--- config.mk ---
export PLATFORM = sky130hd
export DESIGN_NAME = load_store_unit
export DESIGN_NICKNAME = d
export VERILOG_FILES = /design/src/rtl/lsu_pkg.sv /design/src/rtl/lsu_align.sv /design/src/rtl/load_store_unit.sv
export SDC_FILE = /design/constraint.sdc
export NUM_CORES = 1
export LEC_CHECK = 0
export ABC_CLOCK_PERIOD_IN_PS = 3250
export BUFFER_PORTS_ARGS = -buffer_cell sky130_fd_sc_hd__buf_4
export CAP_MARGIN = 10
export CORE_MARGIN = 2
export CORE_UTILIZATION = 30
export CTS_BUF_LIST = sky130_fd_sc_hd__clkbuf_8
export CTS_CLUSTER_SIZE = 20
export DETAILED_ROUTE_END_ITERATION = 7
export GPL_TIMING_DRIVEN = 0
export SLEW_MARGIN = 10
export SYNTH_ARGS = -nofsm -noshare
export SYNTH_HDL_FRONTEND = slang
export SYNTH_SLANG_ARGS = --single-unit
--- constraint.sdc ---
create_clock -name clk -period 3.25 [get_ports clk]
set_input_delay 0.65 -clock clk [delete_from_list [all_inputs] [get_ports clk]]
set_output_delay 0.65 -clock clk [all_outputs]
set_load 0.03 [all_outputs]
--- src/rtl/lsu_pkg.sv ---
// ---------------------------------------------------------------------------
// lsu_pkg: shared FSM state type and Funct3 access-size encodings for the LSU.
// Revision 1.0
// ---------------------------------------------------------------------------
`default_nettype none

package lsu_pkg;

  typedef enum logic [1:0] {
    IDLE = 2'd0,
    REQ  = 2'd1,
    WAIT = 2'd2,
    DONE = 2'd3
  } lsu_state_e;

  localparam logic [2:0] LB  = 3'b000;
  localparam logic [2:0] LH  = 3'b001;
  localparam logic [2:0] LW  = 3'b010;
  localparam logic [2:0] LBU = 3'b100;
  localparam logic [2:0] LHU = 3'b101;
  localparam logic [2:0] SB  = 3'b000;
  localparam logic [2:0] SH  = 3'b001;
  localparam logic [2:0] SW  = 3'b010;

endpackage

`default_nettype wire

--- src/rtl/lsu_align.sv ---
// ---------------------------------------------------------------------------
// lsu_align: byte-lane enables, store replication, load extraction/extension
// and misalignment detection. Purely combinational. Revision 1.0
// ---------------------------------------------------------------------------
`default_nettype none

module lsu_align
  import lsu_pkg::*;
(
  input  logic [2:0]  funct3,
  input  logic [1:0]  addr_lo,
  input  logic        is_store,
  input  logic [31:0] store_data,
  input  logic [31:0] load_word,
  output logic [3:0]  byte_en,
  output logic [31:0] store_word,
  output logic [31:0] load_data,
  output logic        misalign
);

  logic [7:0]  sel_byte;
  logic [15:0] sel_half;

  always_comb begin
    sel_byte = load_word[7:0];
    case (addr_lo)
      2'd1:    sel_byte = load_word[15:8];
      2'd2:    sel_byte = load_word[23:16];
      2'd3:    sel_byte = load_word[31:24];
      default: sel_byte = load_word[7:0];
    endcase
    sel_half = addr_lo[1] ? load_word[31:16] : load_word[15:0];
  end

  always_comb begin
    load_data = load_word;
    case (funct3)
      LB:      load_data = {{24{sel_byte[7]}}, sel_byte};
      LH:      load_data = {{16{sel_half[15]}}, sel_half};
      LBU:     load_data = {24'b0, sel_byte};
      LHU:     load_data = {16'b0, sel_half};
      default: load_data = load_word;
    endcase
  end

  // Stores only know byte/half/word; the unsigned encodings are illegal there.
  always_comb begin
    misalign = 1'b1;
    case (funct3)
      LB:      misalign = 1'b0;
      LH:      misalign = addr_lo[0];
      LW:      misalign = |addr_lo;
      LBU:     misalign = is_store;
      LHU:     misalign = is_store | addr_lo[0];
      default: misalign = 1'b1;
    endcase
  end

  always_comb begin
    byte_en    = 4'b0000;
    store_word = store_data;
    case (funct3)
      SB: begin
        byte_en    = 4'b0001 << addr_lo;
        store_word = {4{store_data[7:0]}};
      end
      SH: begin
        byte_en    = 4'b0011 << addr_lo;
        store_word = {2{store_data[15:0]}};
      end
      SW:      byte_en = 4'b1111;
      LBU:     byte_en = 4'b0001 << addr_lo;
      LHU:     byte_en = 4'b0011 << addr_lo;
      default: byte_en = 4'b0000;
    endcase
  end

endmodule

`default_nettype wire

--- src/rtl/load_store_unit.sv ---
// ---------------------------------------------------------------------------
// load_store_unit: M-stage bus master FSM issuing one load/store per
// instruction, stalling the pipeline until the bus completes. Revision 1.0
// ---------------------------------------------------------------------------
`default_nettype none

module load_store_unit
  import lsu_pkg::*;
#(
  parameter int DATA_WIDTH = 32
) (
  input  logic                  clk,
  input  logic                  rst_n,
  input  logic [1:0]            ResultSrcM,
  input  logic                  MemWriteM,
  input  logic [2:0]            Funct3M,
  input  logic [DATA_WIDTH-1:0] ALUResultM,
  input  logic [DATA_WIDTH-1:0] WriteDataM,
  output logic [DATA_WIDTH-1:0] ReadDataM,
  output logic                  StallM,
  output logic                  MisalignM,
  output logic                  bus_req,
  output logic                  bus_we,
  output logic [DATA_WIDTH-1:0] bus_addr,
  output logic [3:0]            bus_be,
  output logic [DATA_WIDTH-1:0] bus_wdata,
  input  logic                  bus_gnt,
  input  logic                  bus_rvalid,
  input  logic [DATA_WIDTH-1:0] bus_rdata
);

  lsu_state_e            state;
  lsu_state_e            state_next;
  logic                  is_store;
  logic                  valid;
  logic                  misalign;
  logic                  issue;
  logic [DATA_WIDTH-1:0] load_data;

  // A store wins when both load and store are flagged.
  assign is_store = MemWriteM;
  assign valid    = (ResultSrcM == 2'b01) | MemWriteM;
  assign issue    = valid & ~misalign;

  assign bus_addr = {ALUResultM[DATA_WIDTH-1:2], 2'b00};
  assign bus_we   = is_store;

  lsu_align u_align (
    .funct3     (Funct3M),
    .addr_lo    (ALUResultM[1:0]),
    .is_store   (is_store),
    .store_data (WriteDataM),
    .load_word  (bus_rdata),
    .byte_en    (bus_be),
    .store_word (bus_wdata),
    .load_data  (load_data),
    .misalign   (misalign)
  );

  always_ff @(posedge clk or negedge rst_n) begin
    if (!rst_n) begin
      state <= IDLE;
    end else begin
      state <= state_next;
    end
  end

  always_ff @(posedge clk or negedge rst_n) begin
    if (!rst_n) begin
      ReadDataM <= '0;
    end else if (state == WAIT && bus_rvalid) begin
      ReadDataM <= load_data;
    end
  end

  always_comb begin
    state_next = state;
    case (state)
      IDLE: begin
        if (issue) begin
          if (bus_gnt) state_next = is_store ? DONE : WAIT;
          else         state_next = REQ;
        end
      end
      // A same-cycle rvalid in REQ belongs to nobody; only the grant counts.
      REQ: begin
        if (bus_gnt) state_next = is_store ? DONE : WAIT;
      end
      WAIT: begin
        if (bus_rvalid) state_next = DONE;
      end
      DONE:    state_next = IDLE;
      default: state_next = IDLE;
    endcase
  end

  always_comb begin
    bus_req   = 1'b0;
    StallM    = 1'b0;
    MisalignM = 1'b0;
    if (rst_n) begin
      case (state)
        IDLE: begin
          bus_req   = issue;
          StallM    = issue;
          MisalignM = valid & misalign;
        end
        REQ: begin
          bus_req = 1'b1;
          StallM  = 1'b1;
        end
        WAIT:    StallM = 1'b1;
        default: StallM = 1'b0;
      endcase
    end
  end

endmodule

`default_nettype wire

After elaboration in Yosys (flattened, before gate mapping). Index checks and enable logic that the tools add are counted.

Eq/ne operators: 14. Shifts and indexed selects: 2. Multiplexer cells: 18. Bitwise logic cells: 5. Reduce and logical (&&, ||, !) cells: 8.

Operators by type and width (count): case mux 32 bit (4 select lines) (1); case mux 32 bit (2 select lines) (1); case mux 8 bit (3 select lines) (1); two-way mux 16 bit (1); case mux 4 bit (3 select lines) (1); equality test 2 bit, second input constant (4); two-way mux 2 bit (4); case mux 2 bit (4 select lines) (1); OR reduction 2 bit (4); equality test 2 x 1 -> 1 bit, second input constant (3); equality test 3 bit, second input constant (2); != test 2 bit, second input constant (3); two-way mux 1 bit (5); case mux 1 bit (5 select lines) (1); case mux 1 bit (2 select lines) (2); << shifter 1 x 2 -> 4 bit, first input constant (1); << shifter 2 x 2 -> 4 bit, first input constant (1); equality test 3 x 1 -> 1 bit, second input constant (1); equality test 3 x 2 -> 1 bit, second input constant (1); logical NOT 3 bit (1); AND reduction 3 bit (1); bitwise AND 1 bit (2); logical NOT 2 bit (1); bitwise OR 1 bit (2); other kinds (2) (2).

Register bits: 34. Bits of input ports: 106. Output and inout bits: 104. Logic and storage cells: 49.

Logic depth before layout (Yosys ltp). Gate-level depths: netlist of the first run.

Depth after elaboration: 6. Mapped depth: 8. Depth with buffers taken out: 6.

Hierarchy. A second synthesis of the first run with hierarchy kept.

Cells, all modules: 306. Area, all modules: 2920.3 um^2.

Modules (own cells, without submodules): load_store_unit (instances 1, cells an instance 130, area an instance 1810.5 um^2, sequential area each 850.8 um^2); lsu_align (instances 1, cells an instance 176, area an instance 1109.8 um^2, sequential area each 0.0 um^2).

Worst setup path before layout of the first run. Ideal clock, no wire load.

Kind: input port to output port. Start point: input Funct3M[0]. End point: output bus_wdata[27]. Arrival: 2.177 ns. Required time: 2.600 ns. Slack: 0.423 ns. Cell stages on the path: 5. Path buffers: 3. Cell sequence: clkbuf_1 -> buf_2 -> buf_1 -> mux2i_1 -> a21oi_1.

Longest elaborated chain between the ends: 2. Elaborated cells on any way between the ends: 3. Classes of those cells: eq/ne: 1; mux: 1; reduce/logical: 1.

Ends and longest elaborated chain: from (decl) (RTL line load_store_unit.sv:16) `input logic [2:0] Funct3M,`; equality test 3 x 1 -> 1 bit or logical NOT 3 bit (tied branches) (RTL line lsu_align.sv:62) `case (funct3)`; case mux 32 bit (2 select lines) (*) (RTL line lsu_align.sv:62); to (decl) (RTL line load_store_unit.sv:26) `output logic [DATA_WIDTH-1:0] bus_wdata,`.

Mark *: on every way between the ends. The rest lies on a longest branch, timed or not.

Worst setup path in the final report of the first run.
Start point: input Funct3M[1]. End point: output bus_wdata[19].

The elaborated chain is that of the path after synthesis.

==> results.json, run 1 <==
{
  "yosysSeqAreaShare": 0.3188,
  "max_slew.worst_pin.slew_ns": 0.7833,
  "crit_slowest_cell": "clkbuf_1",
  "overflow": 0,
  "path_cells": "buf_4 -> clkbuf_1 -> nor2_2 -> clkbuf_1 -> mux2_2 -> buf_4",
  "crit_arrival_ns": 2.39,
  "grt_max_degree": 38,
  "placed_area_um2": 4121,
  "period_share": 0.9347,
  "antenna_found_initial": 0,
  "antenna_cells": 0,
  "layout_common_cells": "buf_4 (216), nor2_1 (37), nand2_1 (35)",
  "root_buffer": "clkbuf_8",
  "drt-initial-drc-count": 151,
  "syn_to_final_growth_pct": 57.34,
  "synthAdderAreaFrac": 0.01875,
  "layout_min_cycle_time_ns": 3.038,
  "place_congestion": 0.8406,
  "fp.dieW_um": 98.32,
  "drtPass1Iterations": 5,
  "final_util": 0.4839,
  "start_util": 0.3075,
  "yosys.area_share.simple": 0.1674,
  "syn_inst": 316,
  "crit_path_max_incr_delay_ns": 0.43,
  "cp_top_family": "buffers and inverters",
  "synth.cell_area_um2": 2669,
  "synthMuxAreaShare": 0.1214,
  "outcome": "complete, no violations",
  "drt_drc_violations_left": 0,
  "min_path_type": "in2async",
  "yosysWarnings": 0,
  "setup-violations-final": 0,
  "hpwlAfterDp_um": 7813,
  "syn_avg_cell_area_um2": 8.446,
  "grt_pass1_vias": 2872,
  "fmax_mhz": 329.2,
  "regToRegSetupSlack_ns": 1.30,
  "core_region_area_um2": 8678,
  "drt-total-wl_um": 9549,
  "cts_tree": "yes",
  "cp-end-kind": "output port",
  "worstReg2RegEnd": "ReadDataM[7]",
  "synth-edff-count": 0,
  "htreeDepth": 2,
  "vias": 2938,
  "final_common_cell": "buf_4",
  "synth_top_family_by_area": "compound AO/OA/AOI/OAI gates",
  "maxSlewViolCount": 0,
  "required_ns": 2.60,
  "relSlewSlack": 0.4750,
  "rows": 34,
  "ys_types": 42,
  "peakVddDrop_mv": 0.2110,
  "wl_per_cell_um": 15.76,
  "whs_ns": 0.3159,
  "p_leak_nw": 2.088,
  "boundaryPins": 210,
  "viasPerCell": 4.848,
  "finalSetupTns_ns": 0,
  "rsz0062_at_grt": "no",
  "port_buffers": 175,
  "critPathKind": "in2out",
  "clock_path_buffers": 2,
  "grt_usage": 0.1885,
  "powerDensity_nw_per_um2": 658.1,
  "die_h_um": 98.32,
  "synth-seq-cells": 34,
  "finalPower_mw": 2.763,
  "cts_num_sinks": 34,
  "synth_xor_area_frac": 0,
  "cp-start-kind": "primary input",
  "r2r-start": "state[0]",
  "cts_setup_buffers": 0,
  "synthFlopType": "dfrtp_1",
  "cp.buffers_inverters": 4,
  "design_area_um2": 4199,
  "drv_cap": 0,
  "r2r_cells": 8,
  "grt_first_pass_wirelength_um": 14710,
  "synth_async_sr_flop_share": 1.000,
  "hold_violations": 0,
  "nNetsFinal": 608,
  "insertion_delay_ns": 0.29,
  "cts_made_buffers": 5,
  "fin_skew_ns": 0.002266,
  "postRouteAntennaNets": 0,
  "critPathMaxFanout": 10,
  "drive_gt1_frac": 0.5120,
  "dieArea_um2": 9667,
  "synth-compound-area-share": 0.2086,
  "hold_buffers": 0,
  "path_clk_slew_ns": 0.07
}
==> sequential cells by signal, summed over array words and instances, names as in the netlist <==
register and count:
ReadDataM 32, state 2
==> worst register-to-register path: cells and delay by family (launching register included) <==
family,cells,cell delay (ns)
buffers and inverters,3,0.76
DFF,1,0.41
adders and majority gates,1,0.23
and+or+nand+nor,2,0.26
AOI/OAI and AO/OA,2,0.16
==> synthesized netlist by cell type (4+ instances only) <==
master	number	area, um^2
buf_4	41	307.8
nor2_1	38	142.6
nand2_1	35	131.4
dfrtp_1	34	850.8
a21oi_1	28	140.1
mux2_2	17	191.4
clkbuf_1	16	60.06
o21ai_0	15	75.07
mux2i_1	11	110.1
a211oi_1	7	52.55
and3b_1	7	61.31
nor3_1	7	35.03
o221a_2	7	78.83
inv_1	6	22.52
a221oi_1	5	43.79
ha_1	4	50.05
==> metal layers <==
layer | vias to the layer above | global-route usage | part of all wire
met5 | - | 0 | 0
met4 | 0 | 0.04531 | 0.0095
met3 | 8 | 0.05297 | 0.095
met2 | 145 | 0.3344 | 0.50
met1 | 1348 | 0.2254 | 0.39
li1 | 1437 | - | -
==> through the flow <==
| stage | cells | worst slack [ns] |
|---|---|---|
| finish | 606 | 0.2123 |
| global route | 606 | 0.03784 |
| CTS | 606 | 0.1622 |
| detailed placement | 600 | -0.03313 |
| global placement | 600 | -0.02218 |
| floorplan | 317 | 0.4228 |
==> where the power goes <==
| part | switching (mW) | leakage [nW] | internal, mW |
|---|---|---|---|
| clock network | 0.153 | 0.0438 | 0.144 |
| logic | 1.01 | 1.65 | 0.688 |
| registers | 0.127 | 0.389 | 0.638 |
==> worst max-delay path by stage <==
stage,start,to,cells past startpoint
4_1_cts,Funct3M[1],bus_wdata[19],6
5_1_grt,Funct3M[1],bus_wdata[22],6
3_3_place_gp,Funct3M[1],bus_wdata[19],6
3_5_place_dp,Funct3M[1],bus_wdata[19],6
2_1_floorplan,Funct3M[0],bus_wdata[27],5
6_report,Funct3M[1],bus_wdata[19],6
==> kinds of logic (layout without fill, tap and decap cells) <==
| kind of cell | count (synthesis) | in the layout |
|---|---|---|
| other | 1 | 2 |
| flip-flops | 34 | 34 |
| AND/OR/NAND/NOR | 98 | 98 |
| buffers and inverters | 69 | 250 |
| adder cells (fa/ha/maj) | 4 | 4 |
| multiplexers | 29 | 29 |
| AO/OA/AOI/OAI | 81 | 81 |
==> area by class of cell <==
class	instances	area, um^2
clock buffer	5	68.82
timing repair buffer	175	1314
sequential	34	850.8
buffer	62	410.4
clock inverter	2	10.01
fill	856	4479
inverter	6	22.52
tap	108	135.1
multi-input combinational	214	1388
==> timing repair <==
action / 4_1_cts / 5_1_grt
setup endpoints to repair: 5 / 0
gates resized for setup: 1 / 0
endpoints found under the hold margin: 0 / 0
Note: power is estimated with default switching activity, not from simulation.
==> inputs of run 2 (changes only) <==
--- a/config.mk
+++ b/config.mk
@@ -14,6 +14,7 @@
 export CTS_CLUSTER_SIZE = 20
 export DETAILED_ROUTE_END_ITERATION = 7
 export GPL_TIMING_DRIVEN = 0
+export PLACE_DENSITY_LB_ADDON = 0.3
 export SLEW_MARGIN = 10
 export SYNTH_ARGS = -nofsm -noshare
 export SYNTH_HDL_FRONTEND = slang
==> run 2 against run 1 <==
Compared with the run above:
- sequential share of layout area down 0.078 points
- critical path type unchanged
- utilization up 0.19 points
- global-route usage up 0.10 points
- worst hold slack better by 0.0082 ns
- largest power group unchanged
- clock power up 10%
==> results.json, run 2 (synthesis gave the netlist of run 1 again) <==
{
  "root_buffer": "clkbuf_8",
  "hold_buffers": 0,
  "core_region_area_um2": 8678,
  "wl_per_cell_um": 15.48,
  "cp-end-kind": "output port",
  "drt_drc_violations_left": 0,
  "crit_arrival_ns": 2.40,
  "start_util": 0.3075,
  "placed_area_um2": 4121,
  "min_path_type": "in2async",
  "drt-initial-drc-count": 120,
  "critPathKind": "in2out",
  "fmax_mhz": 328.2,
  "largest-register": "ReadDataM",
  "path_clk_slew_ns": 0.07,
  "period_share": 0.9377,
  "n_fill_cell": 861,
  "antenna_found_initial": 0,
  "design_area_um2": 4215,
  "relSlewSlack": 0.5084,
  "setup-violations-final": 0,
  "drtPass1Iterations": 4,
  "powerDensity_nw_per_um2": 662.9,
  "htreeDepth": 2,
  "port_buffers": 175,
  "grt_max_degree": 38,
  "layout_min_cycle_time_ns": 3.047,
  "layout_common_cells": "buf_4 (216), nor2_1 (37), nand2_1 (35)",
  "drive_gt1_frac": 0.5130,
  "r2r_cells": 7,
  "hold_violations": 0,
  "maxSlewViolCount": 0,
  "final_common_cell": "buf_4",
  "overflow": 0,
  "insertion_delay_ns": 0.28,
  "vias": 2937,
  "r2r-start": "state[0]",
  "drv_cap": 0,
  "peakVddDrop_mv": 0.2545,
  "largest_reg_flops": 32,
  "dieArea_um2": 9667,
  "grt_usage": 0.1895,
  "fin_skew_ns": 0.005478,
  "die_h_um": 98.32,
  "cts_made_buffers": 5,
  "p_leak_nw": 2.091,
  "largestRegisters": "ReadDataM (32), state (2)",
  "clock_path_buffers": 2,
  "grt_pass1_vias": 2858,
  "nNetsFinal": 608,
  "finalSetupTns_ns": 0,
  "postRouteAntennaNets": 0,
  "max_slew.worst_pin.slew_ns": 0.7334,
  "boundaryPins": 210,
  "hpwlAfterDp_um": 7798,
  "cts_num_sinks": 34,
  "outcome": "complete, no violations",
  "place_congestion": 0.8716,
  "rsz0062_at_grt": "no",
  "syn_to_final_growth_pct": 57.95,
  "grt_first_pass_wirelength_um": 14750,
  "antenna_cells": 0,
  "critPathMaxFanout": 10,
  "rows": 34,
  "viasPerCell": 4.839,
  "drt-total-wl_um": 9397,
  "required_ns": 2.60,
  "cp-start-kind": "primary input",
  "critPathLaunch": "Funct3M[1]",
  "fp.dieW_um": 98.32,
  "cts_tree": "yes"
}
run 2: changes by cell type in the layout (fill, tap and decap cells not counted):
cell / delta
clkinv_2: -1
clkinvlp_4: +1
clkbuf_8: +1
run 2: critical path: stages:
cell and delay (ns):
buf_4 0.11, clkbuf_1 0.22, nor2_2 0.41, clkbuf_1 0.42, mux2_2 0.41, buf_4 0.17
run 2: per-stage QoR:
step	hold slack [ns]	cells	total power, mW	utilization	setup WS (ns)
2_1_floorplan	0.3544	317	1.825	-	0.4228
3_3_place_gp	0.4689	600	2.460	0.4749	-0.05980
3_5_place_dp	0.4902	600	2.490	0.4749	-0.02930
4_1_cts	0.3380	607	2.822	0.4857	0.1691
5_1_grt	0.3545	607	2.987	0.4857	0.06505
6_report	0.3242	607	2.795	0.4857	0.2026
run 2: final timing paths:
path	end	slack, ns
min in group clk	ReadDataM[10]	0.50
hold reg to reg	ReadDataM[10]	0.50
setup reg to reg	ReadDataM[6]	1.30
max in group asynchronous	ReadDataM[15]	2.60
hold / removal	ReadDataM[10]	0.32
setup / recovery	bus_wdata[22]	0.20
run 2: final cells by class:
class	instances	area, um^2	area share
tap	108	135.1	0.03206
clock buffer	6	82.58	0.01959
inverter	6	22.52	0.005343
timing repair buffer	175	1314	0.3117
buffer	62	410.4	0.09736
multi-input combinational	214	1388	0.3292
clock inverter	2	12.51	0.002968
sequential	34	850.8	0.2018
run 2: timing repair:
action                     4_1_cts  5_1_grt
setup buffers                    0        0
setup endpoints to repair        5        0
resized for setup                1        0
run 2: layer usage:
layer / share of wire / up-vias / track usage / wire length, um
met5: 0 / - / 0 / 0
met2: 0.52 / 140 / 0.3459 / 4902
li1: - / 1437 / - / -
met4: 0.0072 / 0 / 0.03583 / 68
met3: 0.096 / 7 / 0.05727 / 905
met1: 0.37 / 1353 / 0.2201 / 3520
run 2: report_power, final:
group	leakage, nW	switching, mW	total [mW]	internal [mW]
registers	0.389	0.126	0.764	0.638
logic	1.65	1.01	1.70	0.689
clock network	0.0472	0.156	0.327	0.170
